[src/rtl/mem_wb_stage.sv]
// MEM/WB pipeline stage: captures the retiring instruction, waits for slow RAM loads
// (stalling upstream), and presents a one-cycle commit on the register-file write port.
// Optional forwarding outputs are built when MEM_WB_BYPASS_EN is defined; otherwise the
// bypass ports are tied to zero.
module mem_wb_stage #(
  parameter int unsigned LOAD_TIMEOUT = 15
) (
  input  logic        clk,
  input  logic        rst,
  input  logic        memValid,
  input  logic [3:0]  memRegIndex,
  input  logic [1:0]  memSrcSel,
  input  logic [15:0] memAluResult,
  input  logic [15:0] memPcPlus1,
  input  logic        memTWrite,
  input  logic        memTValue,
  input  logic [15:0] ramData,
  input  logic        ramReady,
  input  logic        flush,
  output logic [3:0]  writeIndex,
  output logic [15:0] dataToWrite,
  output logic        tWriteEnable,
  output logic        tToWrite,
  output logic        wbStall,
  output logic        loadError,
  output logic [15:0] retiredCount,
  output logic        bypassValid,
  output logic [3:0]  bypassIndex,
  output logic [15:0] bypassData
);

  typedef enum logic [1:0] {StIdle, StWaitLoad, StCommit} stateT;

  // Last wait-counter value before a stuck load is force-completed.
  localparam logic [7:0] TimeoutLast = 8'(LOAD_TIMEOUT - 1);

  stateT       stateQ, stateD;
  logic [3:0]  idxQ, idxD;
  logic        tWriteQ, tWriteD;
  logic        pendTValQ, pendTValD;   // T value of a load still waiting for RAM
  logic [15:0] dataQ, dataD;           // only updated on entry to COMMIT, so it holds outside
  logic        tValQ, tValD;           // likewise
  logic [7:0]  waitCntQ, waitCntD;
  logic        loadErrQ, loadErrD;
  logic [15:0] retiredQ, retiredD;

  // Next-state and capture logic.
  always_comb begin
    stateD    = stateQ;
    idxD      = idxQ;
    tWriteD   = tWriteQ;
    pendTValD = pendTValQ;
    dataD     = dataQ;
    tValD     = tValQ;
    waitCntD  = waitCntQ;
    loadErrD  = loadErrQ;
    retiredD  = (stateQ == StCommit) ? retiredQ + 16'd1 : retiredQ;

    case (stateQ)
      StWaitLoad: begin
        if (flush) begin
          stateD = StIdle;
        end else if (ramReady) begin
          stateD = StCommit;
          dataD  = ramData;
          tValD  = pendTValQ;
        end else if (waitCntQ == TimeoutLast) begin
          stateD   = StCommit;
          dataD    = 16'hFFFF;
          tValD    = pendTValQ;
          loadErrD = 1'b1;
        end else begin
          waitCntD = waitCntQ + 8'd1;
        end
      end
      default: begin
        // IDLE and COMMIT both accept a new instruction; a commit in progress is never
        // cancelled by flush, only the capture at this edge is.
        if (flush || !memValid) begin
          stateD = StIdle;
        end else begin
          idxD    = memRegIndex;
          tWriteD = memTWrite;
          if (memSrcSel == 2'b01 && !ramReady) begin
            stateD    = StWaitLoad;
            waitCntD  = 8'd0;
            pendTValD = memTValue;
          end else begin
            stateD = StCommit;
            tValD  = memTValue;
            case (memSrcSel)
              2'b01:   dataD = ramData;
              2'b10:   dataD = memPcPlus1;
              default: dataD = memAluResult;
            endcase
          end
        end
      end
    endcase
  end

  // State and data registers.
  always_ff @(posedge clk or negedge rst) begin
    if (!rst) begin
      stateQ    <= StIdle;
      idxQ      <= 4'd0;
      tWriteQ   <= 1'b0;
      pendTValQ <= 1'b0;
      dataQ     <= 16'd0;
      tValQ     <= 1'b0;
      waitCntQ  <= 8'd0;
      loadErrQ  <= 1'b0;
      retiredQ  <= 16'd0;
    end else begin
      stateQ    <= stateD;
      idxQ      <= idxD;
      tWriteQ   <= tWriteD;
      pendTValQ <= pendTValD;
      dataQ     <= dataD;
      tValQ     <= tValD;
      waitCntQ  <= waitCntD;
      loadErrQ  <= loadErrD;
      retiredQ  <= retiredD;
    end
  end

  logic committing;
  assign committing = (stateQ == StCommit);

  assign writeIndex   = committing ? idxQ : 4'd0;
  assign dataToWrite  = dataQ;
  assign tWriteEnable = committing ? ~tWriteQ : 1'b1;
  assign tToWrite     = tValQ;
  assign wbStall      = (stateQ == StWaitLoad);
  assign loadError    = loadErrQ;
  assign retiredCount = retiredQ;

`ifdef MEM_WB_BYPASS_EN
  assign bypassValid = committing && (idxQ != 4'd0);
  assign bypassIndex = committing ? idxQ : 4'd0;
  assign bypassData  = committing ? dataQ : 16'd0;
`else
  assign bypassValid = 1'b0;
  assign bypassIndex = 4'd0;
  assign bypassData  = 16'd0;
`endif

endmodule

[config.mk]
export PLATFORM = sky130hd
export DESIGN_NAME = mem_wb_stage
export DESIGN_NICKNAME = d
export VERILOG_FILES = /design/src/rtl/mem_wb_stage.sv
export SDC_FILE = /design/constraint.sdc
export NUM_CORES = 1
export LEC_CHECK = 0
export CAP_MARGIN = 30
export CORE_ASPECT_RATIO = 1.5
export CORE_MARGIN = 2
export CORE_UTILIZATION = 43
export CTS_CLUSTER_DIAMETER = 60
export DETAILED_ROUTE_END_ITERATION = 16
export PLACE_DENSITY_LB_ADDON = 0.3
export REMOVE_ABC_BUFFERS = 1
export SLEW_MARGIN = 15
export SYNTH_ARGS = -nofsm -noshare
export SYNTH_HDL_FRONTEND = slang
export SYNTH_SLANG_ARGS = --single-unit
[constraint.sdc]
create_clock -name clk -period 2.4 [get_ports clk]
set_input_delay 0.72 -clock clk [delete_from_list [all_inputs] [get_ports clk]]
set_output_delay 0.72 -clock clk [all_outputs]
set_load 0.02 [all_outputs]
* Word-level counts from Yosys, hierarchy flattened
Index checks and enable logic that the tools add are counted.
** Operators by class
- Add/subtract/negate cells :: 2
- Multipliers :: 0
- Divide/modulo/power cells :: 0
- Magnitude comparators :: 0
- Eq/ne operators :: 12
- Shift operators :: 0
- Muxes and demuxes :: 27
- Bitwise operators :: 5
- Reductions and logical operators :: 10
** Operators by type and width (number)
- $mux 16 :: 6
- $mux 8 :: 6
- $pmux 16 s2 :: 1
- $add 16x1->16 const B :: 1
- $mux 2 :: 6
- $ne 2x2->1 const B :: 5
- $add 8x1->8 const B :: 1
- $eq 8x4->1 const B :: 1
- $reduce_and 4->1 :: 2
- $mux 1 :: 7
- $not 1->1 :: 5
- $reduce_and 5->1 :: 1
- $eq 2x1->1 const B :: 2
- $eq 2x2->1 const B :: 2
- $mux 4 :: 1
- $ne 4x3->1 const B :: 1
- $ne 3x2->1 const B :: 1
- $reduce_and 3->1 :: 1
- $logic_not 1->1 :: 2
- $reduce_and 2->1 :: 1
- $reduce_bool 2->1 :: 1
- $logic_and 1x1->1 :: 1
- $logic_or 1x1->1 :: 1
** Word-level totals
- Register bits after elaboration :: 50
- Bits in latches :: 0
- Bits in writable memories :: 0
- ROM bits :: 0
- Bits of input ports :: 61
- Output and inout bits :: 61
- Word-level logic and storage cells :: 65
- Memories kept :: 0

* Depth between registers and ports, before layout
- Depth after elaboration :: 5
- Gate-level depth with buffers :: 8
- Mapped depth without buffers :: 7

* Worst setup path after synthesis
OpenSTA, ideal clock, no wires.
- Path kind :: in2reg
- Start :: input port memSrcSel[1]
- End :: register dataQ[0] (netlist: dataToWrite[0])
- Library setup time :: 0.125 ns
- Data arrival time :: 2.196 ns
- Data required time :: 2.275 ns
- Slack :: 0.079 ns
- Stages :: 8
- Path buffers :: 2
- Cells stage by stage :: inv_1 ha_1 clkbuf_1 inv_1 o21ai_0 a221oi_4 buf_12 mux2_4
** On the way
- Longest elaborated chain between the ends :: 5
- Elaborated cells between the ends (all ways) :: 9
- Classes of those cells :: 3 x eq/ne; 4 x mux; 2 x reduce/logical
** Ends and longest elaborated chain
- from (decl) :: line 12 : input logic [1:0] memSrcSel,
- $eq 2x2->1 / $eq 2x1->1 (equally long branches) :: line 91, 84
- $pmux 16 s2 :: line 91 : case (memSrcSel)
- $mux 16 :: line 84 : if (memSrcSel == 2'b01 && !ramReady) begin
- $mux 16 :: line 79 : if (flush || !memValid) begin
- $mux 16 :: line 59 : case (stateQ)
- to (signal assigned) :: line 119 : dataQ <= dataD;
- to (decl) :: line 41 : logic [15:0] dataQ, dataD;
Parallel ways exist; a longest one is shown, timed or not. The select of a mux whose other input is x is not followed.
A chain may end at the register's enable or synchronous reset.

* Final worst setup path
- Start :: input port memSrcSel[0]
- End :: register dataQ[2] (netlist: dataToWrite[2])
The elaborated chain is that of the path after synthesis.

==> flow_summary.json <==
{
  "status": "finished clean",
  "htreeDepth": 2,
  "start_util_pct": 44.7,
  "die_w_um": 71.5,
  "dp_cells": 467,
  "drt_pass1_iterations": 4,
  "hold_path.class": "flip-flop to flip-flop",
  "io_buffers": 100,
  "syn_area_mm2": 0.00294,
  "core-area_mm2": 0.00658,
  "drt_iter0_markers": 114,
  "drc_errors": 0,
  "grt_pass1_wl_um": 12000,
  "wl_um": 7650,
  "finalCritPeriodShare_pct": 97.7,
  "synthArstFlopShare_pct": 100,
  "vias": 2566,
  "arrival_ps": 2530,
  "ir_drop_mv": 0.498,
  "grt-ovfl-total": 0,
  "clk_pin_slew_ps": 90,
  "die_h_um": 105,
  "dr_wl_met2_um": 3970,
  "tightest_slew_ps": 645,
  "crit_path_cell_trace": "clkdlybuf4s50_1 -> inv_1 -> ha_1 -> inv_1 -> o21ai_0 -> o22ai_1 -> mux2_4",
  "cp_slowest_cell": "clkdlybuf4s50_1",
  "grt_pass1_vias": 2446,
  "p_leak_nw": 1.89,
  "hold_viol": 0,
  "dpl-instance-area_mm2": 0.00405,
  "relSlewSlack_pct": 57.0,
  "yosys_warnings": 0,
  "critPathCaptureType": "flip-flop",
  "antenna_found_initial": 0,
  "grt.total_usage_pct": 20.0,
  "pwr_density_cell_mw_per_mm2": 634,
  "cts_root_buf": "clkbuf_8",
  "fin_cells": 479,
  "grt_max_degree": 51,
  "clockBufferDepth": 2,
  "cts_buffers": 5,
  "syn_inst": 285,
  "crit_top_cell": "inv_1",
  "fill_cells": 548,
  "insertion_delay_ps": 310,
  "post-route-util_pct": 64.6,
  "final_common_cell": "clkdlybuf4s50_1",
  "holdWs_ps": 465,
  "drive_above_1_share_pct": 16.1,
  "wl_per_cell_um": 16.0,
  "seq_area_frac_synth_pct": 42.6,
  "vias_per_cell": 5.36,
  "setup_ws_ps": 55.8,
  "setup-violations-final": 0,
  "syn_area_per_cell_um2": 10.3,
  "syn_to_final_growth_pct": 44.7,
  "cp.required_ps": 2590,
  "die_area_mm2": 0.00752,
  "timing.max_cap.violations": 0,
  "top_layer": "met4",
  "fin_area_mm2": 0.00425,
  "multiInputGateArea_mm2": 0.00150,
  "synth_cell_types": 44,
  "yosys-top-cells-area": "dfrtp_1 43%, buf_4 5.4%, mux2_2 5.4%",
  "dr_wl_met3_um": 445,
  "ant_nets": 0,
  "dpl.hpwl_um": 5500,
  "wl_met1_um": 3130,
  "cts_sinks": 50,
  "seqCellArea_mm2": 0.00125,
  "crit_type": "input port to flip-flop",
  "final_cell_mix": "92 x clkdlybuf4s50_1, 50 x dfrtp_1, 23 x o21ai_0",
  "synth-edff-count": 0,
  "dp_slack_ps": -250,
  "rsz0062_at_grt": "true",
  "cts_tree": "built",
  "num_rows": 36,
  "period_needed_ps": 2340,
  "slowest_delay_ps": 500,
  "finalClockSkew_ps": 11.3,
  "synth_top_area_cell": "dfrtp_1",
  "gp_congestion": 0.934,
  "diodes": 0,
  "path_max_fanout": 16,
  "crit_path_start_kind": "input port",
  "layout.nets": 468,
  "top_level_ports": 122,
  "synthFlopType": "dfrtp_1",
  "report.final.slew_viol_count": 0,
  "ys_ff_latch": 50,
  "synth_top_area_share_pct": 42.6,
  "fmax_ghz": 0.427
}
-- final timing paths --
check,slack [ps],cells after the start,from,endpoint
worst max-delay path,60,7,memSrcSel[0],dataToWrite[2]
worst min-delay path,460,1,loadError,loadError
worst max register to register,230,8,stateQ[0],dataToWrite[11]
worst min register to register,460,1,loadError,loadError
max in group asynchronous,1450,2,rst,dataToWrite[3]
min in group asynchronous,520,2,rst,retiredCount[2]
-- report_power, final --
part / internal, mW / total, mW / switching [mW]
registers: 0.985 / 1.11 / 0.124
clock network: 0.343 / 0.636 / 0.292
logic: 0.518 / 0.953 / 0.435
total: 1.85 / 2.70 / 0.852
-- Yosys cell counts, types with 2 or more instances --
| cell type | number |
|---|---|
| dfrtp_1 | 50 |
| o21ai_0 | 25 |
| buf_4 | 21 |
| nor2b_1 | 18 |
| a221oi_1 | 16 |
| o22ai_1 | 16 |
| clkbuf_1 | 14 |
| mux2_2 | 14 |
| nand2_1 | 14 |
| mux2_4 | 9 |
| xnor2_1 | 9 |
| inv_1 | 8 |
| nand3_1 | 7 |
| and2_1 | 6 |
| nor2_1 | 6 |
| xor2_1 | 6 |
| a21oi_1 | 5 |
| ha_1 | 5 |
| nand4_1 | 5 |
| a31oi_1 | 3 |
| and3_1 | 3 |
| nor3_1 | 2 |
| nor4_1 | 2 |
-- layout make-up --
type	instances	share of cell area (%)
Tap cell	76	2.24
Clock buffer	6	1.94
Timing Repair Buffer	127	29.6
Inverter	8	0.706
Multi-Input combinational cell	210	35.2
Sequential cell	50	29.4
Clock inverter	2	0.912
-- worst max-delay path, delay by kind of cell --
kind            cells  cell delay [ps]
buf+inv             3              790
compound gates      2              410
fa+ha+maj           1              330
mux                 1              280
-- layer usage --
layer  vias up  GRT usage, %
met4         0          6.20
met1      1220          25.4
met5         -             0
met2       113          34.1
li1       1222             -
met3        11          3.82
-- logic make-up (layout without fill, tap and decap cells) --
kind of cell    after synthesis  count (layout)  synth area share, %
other cells                   1              21                0.128
compound gates               72              72                 16.7
xor+xnor                     15              15                 4.47
flops                        50              50                 42.6
fa+ha+maj                     5               5                 2.13
simple gates                 73              73                 14.7
buf+inv                      45             143                 9.03
mux                          24              24                 10.3
-- registers in the layout (all words and copies together) (netlist names) --
register and cells:
pendTValQ 1, idxQ 4, dataToWrite 16, tToWrite 1, waitCntQ 8, loadError 1, tWriteQ 1, stateQ 2
retiredCount 16
-- through the flow --
stage	setup TNS (ps)	total power [mW]
after global placement	-3580	2.05
after floorplan	-4250	1.57
after global routing	-21.2	2.85
final	0	2.70
after detailed placement	-4350	2.07
after CTS	0	2.70
-- repair_timing --
action                     in CTS  in global routing
resized for setup               6                  3
pin swaps                       0                  1
buffers inserted                0                  1
cloned                          0                  3
setup endpoints to repair       6                 19
hold buffers                    0                  0
Power figures use the tool's default switching activity.
